--- src/rtl/mem_arb_pkg.sv ---
// Shared state encoding, port IDs and read-latency bounds for the cache-port arbiter.
package mem_arb_pkg;

  typedef enum logic [1:0] {
    IDLE   = 2'd0,
    ACCESS = 2'd1,
    WAIT   = 2'd2,
    DONE   = 2'd3
  } arb_state_e;

  localparam logic PORT_P1 = 1'b0;
  localparam logic PORT_P2 = 1'b1;

  localparam int unsigned RD_LAT_MIN = 1;
  localparam int unsigned RD_LAT_MAX = 4;
  // Wide enough to hold RD_LAT_MAX.
  localparam int unsigned CNT_W      = 3;

endpackage

--- src/rtl/rr_arb2.sv ---
// Two-way round-robin picker; the requester that did not win last time wins a tie.
module rr_arb2
  import mem_arb_pkg::*;
(
  input  logic [1:0] req_i,
  input  logic       last_grant_i,
  output logic       grant_valid_c_o,
  output logic       grant_id_c_o
);

  always_comb begin
    grant_valid_c_o = |req_i;
    grant_id_c_o    = PORT_P1;
    if (req_i == 2'b11) begin
      grant_id_c_o = ~last_grant_i;
    end else if (req_i[1]) begin
      grant_id_c_o = PORT_P2;
    end
  end

endmodule

--- src/rtl/mem_port_arbiter.sv ---
// Merges two processor request ports onto one cache port with round-robin
// arbitration and a per-port req/ack handshake.
module mem_port_arbiter
  import mem_arb_pkg::*;
#(
  parameter int unsigned DATA_W = 16,
  parameter int unsigned ADDR_W = 16,
  parameter int unsigned RD_LAT = 1
) (
  input  logic              clk,
  input  logic              rst,
  input  logic              p1_req,
  input  logic [ADDR_W-1:0] p1_Addr,
  input  logic [DATA_W-1:0] p1_DataIn,
  input  logic              p1_WE,
  output logic [DATA_W-1:0] p1_DataOut,
  output logic              p1_ack,
  input  logic              p2_req,
  input  logic [ADDR_W-1:0] p2_Addr,
  input  logic [DATA_W-1:0] p2_DataIn,
  input  logic              p2_WE,
  output logic [DATA_W-1:0] p2_DataOut,
  output logic              p2_ack,
  output logic              cache_en,
  output logic [ADDR_W-1:0] cache_Addr,
  output logic [DATA_W-1:0] cache_DataIn,
  output logic              cache_WE,
  input  logic [DATA_W-1:0] cache_DataOut,
  output logic              sel
);

  if (RD_LAT < RD_LAT_MIN || RD_LAT > RD_LAT_MAX) begin : g_rd_lat_check
    $error("mem_port_arbiter: RD_LAT must be within 1..4");
  end

  arb_state_e        state_q, state_d;
  logic [CNT_W-1:0]  cnt_q, cnt_d;
  logic              owner_q, owner_d;
  logic              last_grant_q, last_grant_d;
  logic [ADDR_W-1:0] addr_q, addr_d;
  logic [DATA_W-1:0] wdata_q, wdata_d;
  logic              we_q, we_d;
  logic              cache_en_q, cache_en_d;
  logic              cache_we_q, cache_we_d;
  logic              ack1_q, ack1_d;
  logic              ack2_q, ack2_d;
  logic [DATA_W-1:0] dout1_q, dout1_d;
  logic [DATA_W-1:0] dout2_q, dout2_d;
  logic              grant_valid_c;
  logic              grant_id_c;

  rr_arb2 u_rr_arb2 (
    .req_i           ({p2_req, p1_req}),
    .last_grant_i    (last_grant_q),
    .grant_valid_c_o (grant_valid_c),
    .grant_id_c_o    (grant_id_c)
  );

  always_ff @(posedge clk) begin
    if (rst) begin
      state_q      <= IDLE;
      cnt_q        <= '0;
      owner_q      <= PORT_P1;
      last_grant_q <= PORT_P2;
      addr_q       <= '0;
      wdata_q      <= '0;
      we_q         <= 1'b0;
      cache_en_q   <= 1'b0;
      cache_we_q   <= 1'b0;
      ack1_q       <= 1'b0;
      ack2_q       <= 1'b0;
      dout1_q      <= '0;
      dout2_q      <= '0;
    end else begin
      state_q      <= state_d;
      cnt_q        <= cnt_d;
      owner_q      <= owner_d;
      last_grant_q <= last_grant_d;
      addr_q       <= addr_d;
      wdata_q      <= wdata_d;
      we_q         <= we_d;
      cache_en_q   <= cache_en_d;
      cache_we_q   <= cache_we_d;
      ack1_q       <= ack1_d;
      ack2_q       <= ack2_d;
      dout1_q      <= dout1_d;
      dout2_q      <= dout2_d;
    end
  end

  // Next state; strobes and acks are derived from the next state so they leave a flop.
  always_comb begin
    state_d      = state_q;
    cnt_d        = cnt_q;
    owner_d      = owner_q;
    last_grant_d = last_grant_q;
    addr_d       = addr_q;
    wdata_d      = wdata_q;
    we_d         = we_q;
    dout1_d      = dout1_q;
    dout2_d      = dout2_q;

    case (state_q)
      IDLE: begin
        if (grant_valid_c) begin
          owner_d = grant_id_c;
          addr_d  = (grant_id_c == PORT_P2) ? p2_Addr   : p1_Addr;
          wdata_d = (grant_id_c == PORT_P2) ? p2_DataIn : p1_DataIn;
          we_d    = (grant_id_c == PORT_P2) ? p2_WE     : p1_WE;
          state_d = ACCESS;
        end
      end
      ACCESS: begin
        if (we_q) begin
          state_d = DONE;
        end else begin
          cnt_d   = CNT_W'(RD_LAT);
          state_d = WAIT;
        end
      end
      WAIT: begin
        if (cnt_q == CNT_W'(1)) begin
          if (owner_q == PORT_P2) begin
            dout2_d = cache_DataOut;
          end else begin
            dout1_d = cache_DataOut;
          end
          state_d = DONE;
        end else begin
          cnt_d = cnt_q - CNT_W'(1);
        end
      end
      DONE: begin
        last_grant_d = owner_q;
        state_d      = IDLE;
      end
      default: state_d = IDLE;
    endcase

    cache_en_d = (state_d == ACCESS);
    cache_we_d = (state_d == ACCESS) && we_d;
    ack1_d     = (state_d == DONE) && (owner_d == PORT_P1);
    ack2_d     = (state_d == DONE) && (owner_d == PORT_P2);
  end

  assign cache_en     = cache_en_q;
  assign cache_WE     = cache_we_q;
  assign cache_Addr   = addr_q;
  assign cache_DataIn = wdata_q;
  assign p1_ack       = ack1_q;
  assign p2_ack       = ack2_q;
  assign p1_DataOut   = dout1_q;
  assign p2_DataOut   = dout2_q;
  assign sel          = owner_q;

endmodule

--- config.mk ---
export PLATFORM = sky130hd
export DESIGN_NAME = mem_port_arbiter
export DESIGN_NICKNAME = d
export VERILOG_FILES = /design/src/rtl/mem_arb_pkg.sv /design/src/rtl/rr_arb2.sv /design/src/rtl/mem_port_arbiter.sv
export SDC_FILE = /design/constraint.sdc
export NUM_CORES = 1
export LEC_CHECK = 0
export ABC_CLOCK_PERIOD_IN_PS = 2080
export CORE_AREA = 2 2 70 122
export DETAILED_ROUTE_END_ITERATION = 10
export DIE_AREA = 0 0 72 124
export PLACE_DENSITY = 0.88
export SLEW_MARGIN = 20
export SYNTH_ARGS = -nofsm -noshare
export SYNTH_HDL_FRONTEND = slang
export SYNTH_SLANG_ARGS = --single-unit
--- constraint.sdc ---
create_clock -name clk -period 2.08 [get_ports clk]
set_clock_uncertainty 0.1 [all_clocks]
set_input_delay 0.312 -clock clk [delete_from_list [all_inputs] [get_ports clk]]
set_output_delay 0.312 -clock clk [all_outputs]
set_load 0.01 [all_outputs]
Word level (Yosys, flattened, before mapping)
Index checks and enable logic that the tools add are counted.
W data, S select, Z words.

operators by class
  muxes and demuxes = 16
  add/subtract/negate cells = 1
  bitwise logic cells = 3
  equal/unequal tests = 9
  reduce and logical (&&, ||, !) cells = 10

operators with widths
  kind                   number
  $mux W16               2
  $reduce_and A3 Y1      3
  $eq A2 B2 Y1 const B   4
  $mux W1                8
  $pmux W2 S4            1
  $mux W3                2
  $pmux W3 S2            1
  $eq A2 B1 Y1 const B   2
  $mux W2                2
  $ne A2 B2 Y1 const B   2
  $eq A3 B1 Y1 const B   1
  $logic_and A1 B1 Y1    3
  $not A1 Y1             3
  $sub A3 B1 Y3 const B  1
  $logic_not A2 Y1       1
  $reduce_and A2 Y1      1
  $reduce_bool A2 Y1     1
  $reduce_or A2 Y1       1

word-level totals
  flip-flop bits (word level) = 76

Logic depth before layout (Yosys ltp)
  word-level depth = 6
  mapped depth = 8
  mapped depth without buffers = 5

Modules after synthesis
A second synthesis with hierarchy kept.

second synthesis, totals
  cells, all modules = 350
  area total of the unflattened synthesis = 3377.0 um2

by module, submodules not included
  module            seq. area each (um2)  cells an instance  times used  area each (um2)
  mem_port_arbiter  1521.5                348                1           3363.2
  rr_arb2           0.0                   2                  1           13.8

Least setup slack after synthesis
No wires, ideal clock.

  path type = reg2reg
  start point = register state_q[0]
  end point = register cnt_q[2]
  setup slack = 0.350 ns
  data required time = 1.861 ns
  arrival time = 1.511 ns
  period minus slack after synthesis = 1.730 ns
  stages on the path, launching flop included = 7
  path through = dfxtp_1 -> inv_1 -> ha_1 -> buf_4 -> or3b_2 -> or3b_2 -> mux2i_1

on the way
  word-level cells in the longest chain between the ends = 3

RTL lines
  item                                                                        line                     RTL
  from (decl)                                                                 mem_port_arbiter.sv:36   arb_state_e state_q, state_d;
  from (signal assigned)                                                      mem_port_arbiter.sv:75   state_q <= state_d;
  $eq A2 B2 Y1 / $eq A2 B1 Y1 (equally long branches)                         mem_port_arbiter.sv:103  case (state_q)
  $ne A2 B2 Y1 (no source line) / $reduce_bool A2 Y1 (equally long branches)  -
  $reduce_and A3 Y1 (no source line)                                          -
  to (signal assigned)                                                        mem_port_arbiter.sv:76   cnt_q <= cnt_d;
  to (decl)                                                                   mem_port_arbiter.sv:37   logic [CNT_W-1:0] cnt_q, cnt_d;

Parallel ways exist; a longest one is shown, timed or not.
A chain may end at the register's enable or synchronous reset.

Worst setup path in the final report
  start point = register state_q[0]
  end point = register cache_we_q (netlist: cache_WE)

on the way
  word-level cells in the longest chain between the ends = 4

RTL lines
  item                                        line                     RTL
  $eq A2 B2 Y1, or another cell as far along  mem_port_arbiter.sv:103
  $pmux W2 S4                                 mem_port_arbiter.sv:103
  $eq A2 B1 Y1                                mem_port_arbiter.sv:141  cache_we_d = (state_d == ACCESS) && we_d;
  $logic_and A1 B1 Y1 (*)                     mem_port_arbiter.sv:141
  to (signal assigned)                        mem_port_arbiter.sv:83   cache_we_q <= cache_we_d;
  to (decl)                                   mem_port_arbiter.sv:44   logic cache_we_q, cache_we_d;

Mark *: on every way between the ends. The rest lies on a longest branch, timed or not.

==> flow_summary.toml <==
[status]
status = "finished, final reports clean"

[global_routing]
grtUsageTotal_pct = 19.33
antenna_found_initial = 0
grt-ovfl-total = 0
grt_pass1_wl_mm = 13.45
grt_max_degree = 65
grt_pass1_vias = 3019

[sta]
finalMaxSlewViolations = 0
fin_crit_ps = 1853
relSlewSlack_pct = 75.84
tightest_slew_ps = 362.3
setup_violations = 0
setup_ws_ps = 226.6
rsz0062_at_grt = "false"
hold_viol = 0
fin_crit_sh_pct = 89.11
fmaxAchievable_mhz = 539.5
finalSetupTns_ps = 0

[final_layout]
final_util_pct = 64.31
syn_to_final_growth_pct = 59.41
drive_above_1_share_pct = 6.413
fillers = 619
finish.net_count = 588
diodes = 0

[worst_setup_path]
start_kind = "flop"
arrival_ps = 2010
rrSetupSlack_ps = 230
cp-end-kind = "flop"
timing.rr.end = "cache_WE"
cp_max_fo = 9
slowest_stage = "a2111o_1"
crit_type = "reg -> reg"
crit_buf_inv = 1
max_stage_delay_ps = 460
cp_cell_sequence = "inv_1 -> ha_1 -> nand3b_4 -> a2111o_1 -> nor4_2"
reg2reg_from = "state_q[0]"
critPathTopFamily = "compound AO/OA/AOI/OAI gates"
required_ps = 2230
cp.depth = 5
r2r_cells = 5

[die]
io_pins = 155
core-area_mm2 = 0.007909
dieArea_mm2 = 0.008928
die_y_um = 124
start_util_pct = 40.34
placementRows = 43
die_w_um = 72

[min_path]
hp-class = "in -> reg"
hold_start = "rst"
hold_depth = 2
hold_end = "state_q[1]"

[clock_network]
clock-sinks = 76
cts.clk_slew.worst_paths_ps = 60
htree_levels = 3
cts_root_buf = "clkbuf_16"
cts_tree = "done"
cts_hold_buf = 0
cts_buffer_depth = 2
insertion_delay_ps = 330
numCtsBuffers = 9

[drt]
dr.pass1.iters = 4
via_per_inst = 5.226
vias = 3078
ant_nets = 0
routed_wl_mm = 8.667
wl_per_cell_um = 14.71
drt_iter0_drc = 127
drc = 0

[power_and_ir_drop]
p_sw_share_pct = 31.47
p_per_area_mw_per_mm2 = 1079
seq_power_share_pct = 35.8
p_leak_uw = 0.001878
intPower_uw = 3762
total_power_uw = 5490
power_switching_uw = 1728
vdd_drop_max_mv = 0.5884
clockPowerShare_pct = 28.4
pwr-share-comb_pct = 35.9

[synth]
ys_top_cells_by_area = "dfxtp_1 48%, mux2i_1 10%, a211oi_1 8.0%"
synthFlopType = "dfxtp_1"
ys_ff_latch = 76
yosysTopAreaCellShare_pct = 47.69
mappedNetlistNets = 443
synth_enable_flop_cells = 0
synth.distinct_cells = 37
synth.largest_area_cell = "dfxtp_1"
syn_inst = 350
syn_area_mm2 = 0.003191
yosysSeqAreaShare_pct = 47.69
ys_warn_count = 0
syn_avg_cell_area_um2 = 9.116
async_reset_ff_share_pct = 0

[placed_design]
hpwl_mm = 6.416
place_congestion = 0.7610
dp_worst_setup_slack_ps = 143.3
io_buffers = 154

[flow_run]
maxCapViolations = 0
metrics by stage:
stage / cells / hold WS [ps] / instance area, µm²
3_3_place_gp: 574 / 340.8 / 4785
4_1_cts: 589 / 210.9 / 5086
5_1_grt: 589 / 238.9 / 5086
6_report: 589 / 225.1 / 5086
2_1_floorplan: 350 / 348.0 / 3191
3_5_place_dp: 574 / 346.1 / 4785
state kept, by name (all words and copies together), names as in the netlist, 2 cells and up:
name,flops
cache_Addr,16
cache_DataIn,16
cnt_q,3
p1_DataOut,16
p2_DataOut,16
state_q,2
synthesized netlist by cell type (2+ instances only):
library cell and count:
or3b_2 2, dfxtp_1 76, ha_1 7, buf_4 2, or2_2 2, and4b_1 2, nor3_1 2, a311oi_1 2
clkbuf_2 2, buf_8 3, buf_2 7, nor2_1 36, a211oi_1 34, a21oi_1 33, mux2i_1 33, clkbuf_1 13
nand2_1 66, inv_1 7, a31oi_1 2, nand3b_1 2
layer usage:
metal	GRT usage [%]	wire, µm	vias up
met5	0	0	-
met4	8.373	181	0
met3	5.987	587	18
met2	36.11	4861	127
met1	19.28	3036	1430
li1	-	-	1503
power by group through the flow:
stage          clock network, µW  logic [µW]  registers [µW]
6_report                    1560        1970            1960
4_1_cts                     1590        1990            1960
3_5_place_dp                   0        1980            1990
3_3_place_gp                   0        1910            1980
5_1_grt                     1650        2160            2010
2_1_floorplan                  0         970            2090
kinds of logic after synthesis:
logic type,Yosys count,share of synthesized area [%]
buf+inv,34,5.647
fa+ha+maj,7,2.745
mux,33,10.35
flops,76,47.69
simple gates,123,17.69
compound gates,77,15.88
worst max path at each step:
stage	start	to	slack (ps)
finish	state_q[0]	cache_WE	230
global route	state_q[0]	cache_WE	40
CTS	state_q[0]	p1_DataOut[5]	160
detailed placement	p1_req	we_q	140
global placement	p1_req	we_q	200
floorplan	state_q[0]	cnt_q[2]	350
placed cells by master, fill, tap and decap left out, types with 2 or more instances in the layout:
master	netlist	layout
a21oi_1	33	33
or3b_2	2	2
clkinvlp_4	0	2
mux2i_1	33	33
buf_12	0	3
buf_4	2	4
dfxtp_1	76	76
a31oi_1	2	2
clkdlybuf4s50_1	0	153
inv_1	7	7
nor3_1	2	2
and4b_1	2	2
nand2_1	66	66
nor2_1	36	36
clkbuf_16	0	9
or2_2	2	2
ha_1	7	7
clkinv_4	0	2
a311oi_1	2	2
a211oi_1	34	34
nand3b_1	2	2
timing repair:
item,4_1_cts,5_1_grt
gates resized for setup,0,1
setup endpoints to repair,0,2
setup buffers,0,0
area by class of cell:
class	instances	area [µm²]	area share, %
clock buffers	10	239.0	4.699
multi-input cells	240	1498	29.45
clock inverters	5	62.56	1.230
repair buffers	161	1627	31.98
well taps	90	112.6	2.214
inverters	7	26.28	0.5166
flip-flops and latches	76	1521	29.91
No activity file was read; power rests on OpenSTA's default activity.
